==> src/rtl/polara_noc_traffic_gen.sv <==
// polara_noc_traffic_gen
// Chipset-side NoC traffic generator for Polara bring-up. A burst is started
// with go. Each packet is one header flit followed by 0..MAX_PAYLOAD payload
// flits, all driven on a single NoC chosen when the burst starts.
//
// Ports:
//   chipset_clk, chip_rst     clock, asynchronous active-high reset
//   go / stop                 start a burst / finish the current packet and idle
//   chan_sel, pattern_mode,   burst configuration, latched at go
//   payload_len, num_packets,
//   gap_cycles
//   noc_data/noc_val/noc_rdy  flattened per-channel flit buses with rdy/val handshake
//   intf_chipset_rdy          tied low; this block never receives
//   busy, done, sel_err       status: burst active, end-of-burst pulse, bad chan_sel pulse
//   pkt_count                 packets fully sent since the last go
//   signature                 rolling XOR signature of accepted flits
//
// Optional feature macro: POLARA_TRAFFIC_GEN_SIGNATURE_EN enables the signature
// register. When it is undefined, signature is tied to zero.
module polara_noc_traffic_gen #(
  parameter int NOC_DATA_WIDTH = 64,
  parameter int NUM_NOCS       = 3,
  parameter int MAX_PAYLOAD    = 64,
  parameter int SEL_W          = 2
) (
  input  logic                               chipset_clk,
  input  logic                               chip_rst,
  input  logic                               go,
  input  logic                               stop,
  input  logic [SEL_W-1:0]                   chan_sel,
  input  logic [1:0]                         pattern_mode,
  input  logic [7:0]                         payload_len,
  input  logic [7:0]                         num_packets,
  input  logic [7:0]                         gap_cycles,
  output logic [NUM_NOCS*NOC_DATA_WIDTH-1:0] noc_data,
  output logic [NUM_NOCS-1:0]                noc_val,
  input  logic [NUM_NOCS-1:0]                noc_rdy,
  output logic [NUM_NOCS-1:0]                intf_chipset_rdy,
  output logic                               busy,
  output logic                               done,
  output logic                               sel_err,
  output logic [15:0]                        pkt_count,
  output logic [NOC_DATA_WIDTH-1:0]          signature
);

  localparam int W = NOC_DATA_WIDTH;
  localparam logic [31:0] PRBS_SEED = 32'hACE10001;

  typedef enum logic [2:0] {IDLE, HDR, DATA, GAP, FIN} state_t;

  state_t           state;
  logic [SEL_W-1:0] sel_r;
  logic [1:0]       mode_r;
  logic [7:0]       len_r;
  logic [7:0]       npk_r;
  logic [7:0]       gap_r;
  logic [7:0]       gap_cnt;
  logic [7:0]       k_r;
  logic [31:0]      prbs;
  logic             stop_seen;
  logic             val_r;
  logic [W-1:0]     flit_r;

  logic             sel_ok;
  logic             rdy_sel;
  logic             hs;
  logic             pkt_end;
  logic             last_pkt;
  logic [15:0]      pkt_next;
  logic [7:0]       len_clamp;

  // Invalidation-forward header; bits above 63 stay zero.
  function automatic logic [W-1:0] hdr_flit(input logic [7:0] len, input logic [7:0] mshr);
    logic [W-1:0] f;
    f       = '0;
    f[63:0] = {14'b10000000000000, 8'd0, 8'd0, 4'b0010, len, 8'd18, mshr, 6'd0};
    return f;
  endfunction

  function automatic logic [W-1:0] payload_flit(input logic [1:0] mode, input logic [7:0] k,
                                                input logic [15:0] pk, input logic [31:0] p);
    logic [W-1:0] f;
    f = '0;
    case (mode)
      2'd1: f = W'(1) << (32'(k) % W);
      2'd2: f[31:0] = {pk, 8'h00, k};
      2'd3: for (int unsigned i = 0; i < W / 32; i++) f[i*32 +: 32] = p;
      default: f = '0;
    endcase
    return f;
  endfunction

  // Fibonacci LFSR, x^32 + x^22 + x^2 + x + 1.
  function automatic logic [31:0] prbs_step(input logic [31:0] p);
    return {p[30:0], p[31] ^ p[21] ^ p[1] ^ p[0]};
  endfunction

  always_comb begin
    sel_ok  = 1'b0;
    rdy_sel = 1'b0;
    for (int unsigned i = 0; i < NUM_NOCS; i++) begin
      if (chan_sel == SEL_W'(i)) sel_ok = 1'b1;
      if (sel_r == SEL_W'(i))    rdy_sel = noc_rdy[i];
    end
    hs        = val_r & rdy_sel;
    pkt_end   = hs && ((state == HDR && len_r == 8'd0) ||
                       (state == DATA && k_r == len_r - 8'd1));
    pkt_next  = pkt_count + 16'd1;
    last_pkt  = stop_seen || stop || (npk_r != 8'd0 && pkt_next == {8'h00, npk_r});
    len_clamp = (payload_len > 8'(MAX_PAYLOAD)) ? 8'(MAX_PAYLOAD) : payload_len;
  end

  always_ff @(posedge chipset_clk or posedge chip_rst) begin
    if (chip_rst) begin
      state     <= IDLE;
      sel_r     <= '0;
      mode_r    <= '0;
      len_r     <= '0;
      npk_r     <= '0;
      gap_r     <= '0;
      gap_cnt   <= '0;
      k_r       <= '0;
      prbs      <= PRBS_SEED;
      stop_seen <= 1'b0;
      val_r     <= 1'b0;
      flit_r    <= '0;
      busy      <= 1'b0;
      done      <= 1'b0;
      sel_err   <= 1'b0;
      pkt_count <= '0;
    end else begin
      done    <= 1'b0;
      sel_err <= 1'b0;
      if (state != IDLE && stop) stop_seen <= 1'b1;

      case (state)
        IDLE: begin
          if (go) begin
            if (sel_ok) begin
              sel_r     <= chan_sel;
              mode_r    <= pattern_mode;
              len_r     <= len_clamp;
              npk_r     <= num_packets;
              gap_r     <= gap_cycles;
              pkt_count <= '0;
              prbs      <= PRBS_SEED;
              stop_seen <= 1'b0;
              k_r       <= '0;
              val_r     <= 1'b1;
              flit_r    <= hdr_flit(len_clamp, 8'd0);
              busy      <= 1'b1;
              state     <= HDR;
            end else begin
              sel_err <= 1'b1;
            end
          end
        end
        HDR: begin
          if (hs && len_r != 8'd0) begin
            k_r    <= '0;
            flit_r <= payload_flit(mode_r, 8'd0, pkt_count, prbs);
            state  <= DATA;
          end
        end
        DATA: begin
          if (hs) begin
            prbs   <= prbs_step(prbs);
            k_r    <= k_r + 8'd1;
            // The flit after k uses the LFSR value that is being stored this cycle.
            flit_r <= payload_flit(mode_r, k_r + 8'd1, pkt_count, prbs_step(prbs));
          end
        end
        GAP: begin
          if (gap_cnt <= 8'd1) begin
            val_r  <= 1'b1;
            flit_r <= hdr_flit(len_r, pkt_count[7:0]);
            state  <= HDR;
          end else begin
            gap_cnt <= gap_cnt - 8'd1;
          end
        end
        FIN: begin
          state <= IDLE;
        end
        default: state <= IDLE;
      endcase

      // Packet completion overrides the per-state next-flit assignments above.
      if (pkt_end) begin
        pkt_count <= pkt_next;
        if (last_pkt) begin
          val_r  <= 1'b0;
          flit_r <= '0;
          busy   <= 1'b0;
          done   <= 1'b1;
          state  <= FIN;
        end else if (gap_r != 8'd0) begin
          val_r   <= 1'b0;
          flit_r  <= '0;
          gap_cnt <= gap_r;
          state   <= GAP;
        end else begin
          val_r  <= 1'b1;
          flit_r <= hdr_flit(len_r, pkt_next[7:0]);
          state  <= HDR;
        end
      end
    end
  end

  for (genvar i = 0; i < NUM_NOCS; i++) begin : g_chan
    assign noc_val[i]           = val_r && (sel_r == SEL_W'(i));
    assign noc_data[i*W +: W]   = noc_val[i] ? flit_r : '0;
  end

  assign intf_chipset_rdy = '0;

`ifdef POLARA_TRAFFIC_GEN_SIGNATURE_EN
  logic [W-1:0] sig_r;

  always_ff @(posedge chipset_clk or posedge chip_rst) begin
    if (chip_rst) begin
      sig_r <= '0;
    end else if (state == IDLE && go && sel_ok) begin
      sig_r <= '0;
    end else if (hs) begin
      sig_r <= {sig_r[W-2:0], sig_r[W-1]} ^ flit_r;
    end
  end

  assign signature = sig_r;
`else
  assign signature = '0;
`endif

endmodule

==> config.mk <==
export PLATFORM = sky130hd
export DESIGN_NAME = polara_noc_traffic_gen
export DESIGN_NICKNAME = d
export VERILOG_FILES = /design/src/rtl/polara_noc_traffic_gen.sv
export SDC_FILE = /design/constraint.sdc
export NUM_CORES = 1
export LEC_CHECK = 0
export BUFFER_PORTS_ARGS = -buffer_cell sky130_fd_sc_hd__clkbuf_2
export CAP_MARGIN = 20
export CORE_MARGIN = 5
export CORE_UTILIZATION = 54
export CTS_CLUSTER_DIAMETER = 80
export DETAILED_ROUTE_END_ITERATION = 16
export PLACE_DENSITY = 0.82
export SKIP_LAST_GASP = 1
export SYNTH_ARGS = -nofsm -noshare
export SYNTH_HDL_FRONTEND = slang
export SYNTH_SLANG_ARGS = --single-unit
==> constraint.sdc <==
create_clock -name chipset_clk -period 6.4 [get_ports chipset_clk]
set_input_delay 0 -clock chipset_clk [delete_from_list [all_inputs] [get_ports chipset_clk]]
set_output_delay 0 -clock chipset_clk [all_outputs]
set_load 0.03 [all_outputs]
==> impl_metrics.tcl, run 1 <==
set metrics [dict create \
    power.total_mw 5.360 \
    gr-total-overflow 0 \
    r2r-end "gap_cnt[1]" \
    slew_viol_final 0 \
    fin_crit_sh_pct 60.72 \
    critPathMaxFanout 62 \
    r2r_start "state[1]" \
    irDropWorstVdd_mv 0.3115 \
    min_to "len_r[3]" \
    ys_seq_elements 164 \
    core_area_um2 21150 \
    critPathLaunchType "flop" \
    dr.first_iter.drc_count 1751 \
    avgSynthCellArea_um2 8.119 \
    finish.instance_area_um2 13650 \
    synth_cells 1435 \
    final_net_count 1676 \
    routed_wl_um 40320 \
    synth_ff_type "dfrtp_1" \
    finClkSkew_ps 11.03 \
    grt_pass1_wl_um 61580 \
    h-tree-depth 4 \
    ys_seq_area_share_pct 35.32 \
    setup_tns_ps 0 \
    die_h_um 156.9 \
    regArea_um2 4115 \
    worstHoldStart "payload_len[7]" \
    arrival_ps 4210 \
    critical_path_required_ps 6720 \
    start_util_pct 55.08 \
    fin_crit_ps 3886 \
    cts_sinks 164 \
    power_leakage_nw 6.338 \
    powerDensity_nw_per_um2 392.8 \
    synthTopCellsByCount "nand2_1 (260), and2_1 (205), dfrtp_1 (155)" \
    vias 11750 \
    cts_buffer_depth 2 \
    antenna_found_initial 0 \
    maxSlewHeadroom_pct 35.48 \
    grt_start_max_net_pins 101 \
    io_buffers 248 \
    numCtsBuffers 17 \
    end_kind "flop" \
    cts_tree "built" \
    synthToLayoutAreaGrowth_pct 17.13 \
    hold_depth 4 \
    cap_violations 0 \
    hpwl_um 28610 \
    yosys.area.top_type "dfrtp_1" \
    setup_viol_count_final 0 \
    dieArea_um2 24610 \
    synthArstFlopShare_pct 100.0 \
    synth_top_area_share_pct 33.29 \
    r2r_setup_slack_ps 2510 \
    fill_cells 1750 \
    drcViolationCount 0 \
    cts_root_buf "clkbuf_16" \
    multi_input_area_um2 6719 \
    gp_congestion 0.9989 \
    netlist_area_um2 11650 \
    hold_viol_final 0 \
    ios 316 \
    layout-drive-gt1-share_pct 20.36 \
    synth.most_common_cell "nand2_1" \
    worst-setup-path-type "reg2reg" \
    reg2reg_depth 8 \
    dr.pass1.iters 9 \
    synthTopCellsByArea "dfrtp_1 (33%), and2_1 (11%), nand2_1 (8.4%)" \
    ant_nets 0 \
    die_x_um 156.9 \
    status "finished, final reports clean" \
    placed_area_um2 12610 \
    grtUsageTotal_pct 31.79 \
    clock_latency_ps 440 \
    grt_pass1_vias 10870 \
    synth_edf_count 0 \
    hp-class "in2reg" \
    rows 53 \
    yosys_warnings 0 \
    rsz0062_at_grt "false" \
    fmax_ghz 0.2573 \
    clkTransAtPathRegs_ps 70 \
    wl_per_cell_um 20.99 \
    drt-vias-per-instance 6.116 \
    synth_cell_types 78 \
    worst_pin_slew_ps 964.2 \
]
area by class of cell:
cell class              instances  share of cell area, %
well taps                     275                  2.521
clock inverters                13                  1.614
repair buffers                300                  12.71
multi-input cells            1132                  49.23
inverters                      17                 0.5043
diodes                          1                0.01834
clock buffers                  19                  3.246
flip-flops and latches        164                  30.16
state kept, by name, indices dropped and copies added (netlist names):
register   flops
flit_r        64
val_r          1
gap_cnt        8
npk_r          8
busy           1
len_r          8
gap_r          8
sel_err        1
sel_r          2
done           1
state          3
stop_seen      1
k_r            8
pkt_count     16
mode_r         2
prbs          32
power breakdown:
group,leakage [nW],internal (mW),total [mW],switching [mW]
Combinational,3.87,0.765,2.51,1.75
Sequential,2.16,1.27,1.68,0.408
Clock,0.317,0.711,1.17,0.456
Total,6.34,2.75,5.36,2.61
worst max path at each step:
stage	startpoint	endpoint	slack [ps]	cells after the start
2_1_floorplan	chip_rst	busy	1980	1
3_3_place_gp	state[1]	flit_r[61]	2730	8
3_5_place_dp	state[1]	flit_r[60]	2660	8
4_1_cts	state[1]	flit_r[55]	2610	8
5_1_grt	state[1]	gap_cnt[1]	2350	8
6_report	state[1]	gap_cnt[1]	2510	8
cells by family after synthesis:
group | after synthesis | share of synthesized area (%)
buf+inv | 205 | 9.429
other cells | 1 | 0.03219
compound gates | 329 | 19.96
fa+ha+maj | 9 | 0.9665
mux | 19 | 1.707
xor+xnor | 47 | 3.651
flops | 164 | 35.32
simple gates | 661 | 28.93
timing repair:
item / 4_1_cts / 5_1_grt
endpoints found under the hold margin: 120 / 0
gates resized for setup: 0 / 0
buffers inserted: 0 / 0
hold buffers: 32 / 0
setup endpoints to repair: 0 / 0
metrics by stage:
| step | hold slack, ps | setup WS [ps] | util (%) | cells |
|---|---|---|---|---|
| 5_1_grt | 67.95 | 2346 | 64.50 | 1920 |
| 3_3_place_gp | 193.3 | 2726 | 59.57 | 1851 |
| 6_report | 58.72 | 2514 | 64.51 | 1921 |
| 3_5_place_dp | 196.2 | 2662 | 59.60 | 1852 |
| 2_1_floorplan | 105.4 | 1982 | - | 1501 |
| 4_1_cts | 38.14 | 2609 | 64.25 | 1916 |
metal layers:
metal	global-route usage, %	share of wire [%]	vias up	routed length (um)
met5	0	0	-	0
met2	47.55	44	827	17860
met4	13.68	4.3	0	1731
li1	-	-	5282	-
met1	43.62	39	5513	15690
met3	8.606	12	127	5033
worst max-delay path: stages (launching register included):
cell and delay [ps]:
dfrtp_1 840, nor3b_4 290, buf_4 540, nand4_1 200
a2111oi_2 450, o211a_1 200, buf_4 490, nand4_1 370
a22o_1 300
cells in the final DEF (no fill, tap or decap), types with 6 or more instances in the layout:
cell type and instances:
nand3_1 23, a31oi_1 8, nor2_1 52, xnor2_1 30
dfstp_2 9, a221oi_1 8, a21o_1 6, dfrtp_1 155
o22ai_1 13, dlygate4sd3_1 32, and2_1 205, a22o_1 16
inv_1 16, o31ai_1 37, or3_1 9, conb_1 67
mux2i_1 15, a211oi_1 11, xor2_1 16, clkbuf_2 248
nor4_1 6, a221o_1 17, nand2b_1 13, nand4_1 14
clkbuf_16 17, o21ai_0 81, a21oi_1 42, ha_1 9
o211ai_1 9, a22oi_1 21, nor3_1 31, buf_4 17
nand2_1 260, a222oi_1 18, and3_1 12
(Power assumes the default switching activity.)
==> run 2, diff against run 1 <==
Clock period 6.4 ns to 3.8 ns, I/O delays scaled along.
==> run 2 against run 1 <==
Against the previous run:
- design area increased by 0.67%
- hold slack worse by 4.5 ps
- die area stayed put
==> impl_metrics.tcl, run 2 (synthesis gave the netlist of run 1 again) <==
set metrics [dict create \
    status "finished, final reports clean" \
    vias 11650 \
    fmax_ghz 0.3116 \
    cts_root_buf "clkbuf_16" \
    fin_crit_sh_pct 84.44 \
    worst-setup-path-type "reg2reg" \
    ios 316 \
    arrival_ps 3530 \
    clock_latency_ps 440 \
    grt_pass1_vias 10470 \
    setup_tns_ps 0 \
    routed_wl_um 40560 \
    gp_congestion 1.009 \
    r2r_setup_slack_ps 590 \
    die_x_um 156.9 \
    layout-drive-gt1-share_pct 21.20 \
    clockPowerShare_pct 20.7 \
    worst_pin_slew_ps 1081 \
    grt_pass1_wl_um 61420 \
    cts_sinks 164 \
    rsz0062_at_grt "false" \
    top_register "flit_r" \
    post_cts_buffers 0 \
    final_net_count 1692 \
    fin_crit_ps 3209 \
    power.total_mw 8.955 \
    finish.instance_area_um2 13740 \
    critPathLaunchType "flop" \
    power.share.sequential_pct 31.6 \
    clkTransAtPathRegs_ps 70 \
    rows 53 \
    final_common_cell "nand2_1" \
    grtUsageTotal_pct 32.09 \
    setup_viol_count_final 0 \
    wl_per_cell_um 20.94 \
    cts_tree "built" \
    h-tree-depth 4 \
    hpwl_um 30020 \
    dr.pass1.iters 7 \
    p_sw_mw 4.438 \
    gr-total-overflow 0 \
    drcViolationCount 0 \
    powerDensity_nw_per_um2 651.8 \
    critical_path_required_ps 4120 \
    ant_nets 0 \
    start_util_pct 55.08 \
    layout_common_cells "nand2_1 (260), clkbuf_2 (248), and2_1 (205)" \
    largest_register_ffs 64 \
    finClkSkew_ps 10.92 \
    swShare_pct 49.56 \
    placed_area_um2 12790 \
    dieArea_um2 24610 \
    hold_viol_final 0 \
    critPathMaxFanout 11 \
    dr.first_iter.drc_count 1768 \
    numCtsBuffers 17 \
    io_buffers 248 \
    cap_violations 0 \
    cts-resized-gates 0 \
    die_h_um 156.9 \
    power.internal_mw 4.517 \
    core_area_um2 21150 \
    maxSlewHeadroom_pct 27.92 \
    antenna_found_initial 2 \
    drt-vias-per-instance 6.013 \
    hold_buffers 31 \
    top_regs "flit_r (64), prbs (32), pkt_count (16)" \
    cts_buffer_depth 2 \
    power_leakage_nw 6.403 \
    grt_start_max_net_pins 92 \
    slew_viol_final 0 \
    synthToLayoutAreaGrowth_pct 17.91 \
    end_kind "flop" \
    irDropWorstVdd_mv 0.5092 \
    hp-class "in2reg" \
    p_comb_share_pct 47.8 \
]
==> run 2: cell types whose count changed in the layout (fill, tap and decap cells not counted), sizes merged <==
cell / previous run / this run
diode: 1 / 2
dlygate4sd3: 32 / 31
clkbuf: 267 / 265
inv: 21 / 23
bufinv: 5 / 3
clkinvlp: 2 / 3
buf: 20 / 37
==> run 2: power groups by stage <==
| stage | logic [mW] | clock network (mW) | registers (mW) |
|---|---|---|---|
| floorplan | 3.28 | 0 | 2.45 |
| global route | 4.62 | 1.94 | 2.86 |
| CTS | 4.16 | 1.86 | 2.79 |
| global placement | 4.04 | 0 | 2.81 |
| finish | 4.28 | 1.85 | 2.83 |
| detailed placement | 4.12 | 0 | 2.82 |
==> run 2: final timing paths <==
kind	from	depth (start not counted)	end
setup / recovery	pkt_count[0]	9	flit_r[28]
hold / removal	payload_len[7]	4	len_r[3]
setup reg to reg	pkt_count[0]	9	flit_r[28]
hold reg to reg	flit_r[2]	2	flit_r[2]
max in group asynchronous	chip_rst	4	flit_r[29]
min in group asynchronous	chip_rst	3	k_r[1]
==> run 2: worst max-delay path, stage by stage (launching register included) <==
cell      delay (ps)
dfrtp_1          610
ha_1             330
nand3_2          190
nor3_1           350
mux2i_1          300
nand4_1          180
o31ai_4          450
nor4bb_4         150
buf_12           170
a221o_1          350
==> run 2: final cells by class <==
| type | count | area (um^2) |
|---|---|---|
| Multi-Input combinational cell | 1132 | 6713 |
| Clock buffer | 17 | 425.4 |
| Clock inverter | 14 | 188.9 |
| Antenna cell | 2 | 5.005 |
| Fill cell | 1812 | 7416 |
| Tap cell | 275 | 344.1 |
| Inverter | 17 | 67.56 |
| Timing Repair Buffer | 316 | 1879 |
| Sequential cell | 164 | 4115 |
==> run 2: metrics by stage <==
stage | worst slack [ps] | std cells | hold WS, ps | util (%)
floorplan | 956.0 | 1501 | 105.4 | -
finish | 591.2 | 1937 | 54.27 | 64.94
detailed placement | 656.6 | 1872 | 159.3 | 60.45
CTS | 639.9 | 1934 | 37.72 | 64.83
global placement | 766.4 | 1872 | 152.0 | 60.45
global route | 450.8 | 1935 | 74.24 | 64.92
==> run 2: routing by layer <==
layer  vias up  GRT usage (%)  part of all wire (%)
li1       5306              -                     -
met3        96          6.489                    11
met4         0          10.50                   3.1
met2       715          49.37                    45
met1      5531          45.68                    40
met5         -              0                     0
==> run 3, diff against run 2 <==
Settings changed: CORE_UTILIZATION 54 to 49, PLACE_DENSITY 0.82 to 0.78.
Clock period 3.8 ns to 2.7 ns, I/O delays scaled along.
==> run 3 against run 2 <==
Against the previous run:
- first-iteration DRC count fell by 8.8%
- via count is 1.8% higher
- combinational power increased by 57%
- global-route usage shrank 1.4 points
- sequential share of layout area is 1.5 points lower
- clock power increased by 46%
- die area is 9.5% higher
==> impl_metrics.tcl, run 3 (synthesis gave the netlist of run 1 again) <==
set metrics [dict create \
    cap_violations 0 \
    synthToLayoutAreaGrowth_pct 24.29 \
    p_comb_share_pct 50.7 \
    setup_viol_count_final 0 \
    path_cells "ha_2 -> nand3_2 -> nor3_4 -> mux2i_2 -> nand4_1 -> o31ai_4 -> nor4bb_4 -> buf_4 -> a221o_1" \
    power.internal_mw 6.829 \
    dr.first_iter.drc_count 1613 \
    cts_root_buf "clkbuf_16" \
    finClkSkew_ps 19.99 \
    cts_sinks 164 \
    h-tree-depth 4 \
    start_util_pct 49.64 \
    setup_tns_ps 0 \
    clkTransAtPathRegs_ps 70 \
    power_leakage_nw 6.814 \
    fin_crit_sh_pct 97.92 \
    irDropWorstVdd_mv 0.7236 \
    clockPowerShare_pct 20.4 \
    fill_cells 2107 \
    hp-class "in2reg" \
    gp_congestion 1.038 \
    cts_buffer_depth 2 \
    die_x_um 164.2 \
    clock_latency_ps 440 \
    fin_crit_ps 2644 \
    hpwl_um 32190 \
    ios 316 \
    critPathMaxFanout 9 \
    end_kind "flop" \
    top_regs "flit_r (64), prbs (32), pkt_count (16)" \
    layout_common_cells "nand2_1 (260), clkbuf_2 (248), and2_1 (205)" \
    grt_pass1_wl_um 64230 \
    worst_pin_slew_ps 916.8 \
    cp_num_buf_inv 1 \
    status "finished, final reports clean" \
    finish.instance_area_um2 14480 \
    vias 11860 \
    critPathLaunchType "flop" \
    grt_start_max_net_pins 165 \
    maxSlewHeadroom_pct 38.88 \
    core_area_um2 23470 \
    final_common_cell "nand2_1" \
    grt_pass1_vias 10810 \
    worst-setup-path-type "reg2reg" \
    largest_register_ffs 64 \
    drcViolationCount 0 \
    dr.pass1.iters 9 \
    top_register "flit_r" \
    power.share.sequential_pct 28.9 \
    max_stage_delay_ps 370 \
    power.total_mw 13.23 \
    numCtsBuffers 17 \
    fin_util_pct 61.70 \
    powerDensity_nw_per_um2 913.5 \
    wl_per_cell_um 20.88 \
    p_sw_mw 6.399 \
    gr-total-overflow 0 \
    routed_wl_um 42880 \
    antenna_found_initial 0 \
    critical_path_required_ps 3000 \
    io_buffers 248 \
    swShare_pct 48.38 \
    layout-drive-gt1-share_pct 25.89 \
    grtUsageTotal_pct 30.73 \
    fmax_ghz 0.3782 \
    hold_viol_final 0 \
    final_net_count 1765 \
    critPathSlowestCell "o31ai_4" \
    drt-vias-per-instance 5.776 \
    cts_tree "built" \
    rsz0062_at_grt "true" \
    rows 56 \
    n_antenna_cell 0 \
    dieArea_um2 26960 \
    arrival_ps 2950 \
    die_h_um 164.2 \
    placed_area_um2 13410 \
    slew_viol_final 0 \
    cp_top_family "simple AND/OR/NAND/NOR gates" \
    ant_nets 0 \
]
-- run 3: tightest hold or removal path: stages --
cell      delay, ps
clkbuf_2         70
nor2_1          120
o21ai_0         210
-- run 3: final timing paths --
check / from / end / slack [ps] / cells after the start
min reg2reg: sel_r[1] / sel_r[1] / 500 / 2
max reg2reg: pkt_count[0] / flit_r[23] / 60 / 9
min: payload_len[6] / len_r[6] / 20 / 3
max in group asynchronous: chip_rst / pkt_count[1] / 1620 / 4
min in group asynchronous: chip_rst / prbs[7] / 370 / 4
max: pkt_count[0] / flit_r[23] / 60 / 9
-- run 3: stage by stage --
| stage | cells | hold WS (ps) | setup slack (ps) |
|---|---|---|---|
| after floorplan | 1501 | 105.4 | 44.96 |
| after global placement | 1988 | 190.7 | -57.48 |
| after detailed placement | 1988 | 196.2 | -118.6 |
| after CTS | 2051 | 12.49 | 21.91 |
| after global routing | 2053 | 81.50 | -14.18 |
| final | 2053 | 20.82 | 56.03 |
-- run 3: what timing repair did --
action / 4_1_cts / 5_1_grt
endpoints found under the setup margin: 18 / 34
hold buffers: 29 / 0
gates cloned: 0 / 1
endpoints found under the hold margin: 183 / 0
resized for setup: 3 / 20
setup buffers: 2 / 1
pin swaps: 2 / 2
-- run 3: final cells by class --
class | instances | area (um^2) | area share, %
sequential | 164 | 4119 | 28.44
clock inverter | 15 | 214.0 | 1.477
clock buffer | 17 | 425.4 | 2.938
multi-input combinational | 1132 | 6804 | 46.98
tap | 319 | 399.1 | 2.756
inverter | 17 | 67.56 | 0.4666
timing repair buffer | 389 | 2452 | 16.93
-- run 3: routing by layer --
metal / GRT usage (%) / vias up / share of wire, %
li1: - / 5460 / -
met1: 44.48 / 5689 / 43
met2: 47.72 / 640 / 45
met3: 5.596 / 69 / 9.7
met4: 7.701 / 0 / 2.2
met5: 0 / - / 0
-- run 3: power groups by stage --
stage | combinational (mW) | sequential [mW] | clock [mW]
global placement | 6.33 | 3.79 | 0
floorplan | 4.61 | 3.45 | 0
CTS | 6.51 | 3.77 | 2.72
detailed placement | 6.44 | 3.80 | 0
finish | 6.70 | 3.82 | 2.70
global route | 7.22 | 3.87 | 2.82
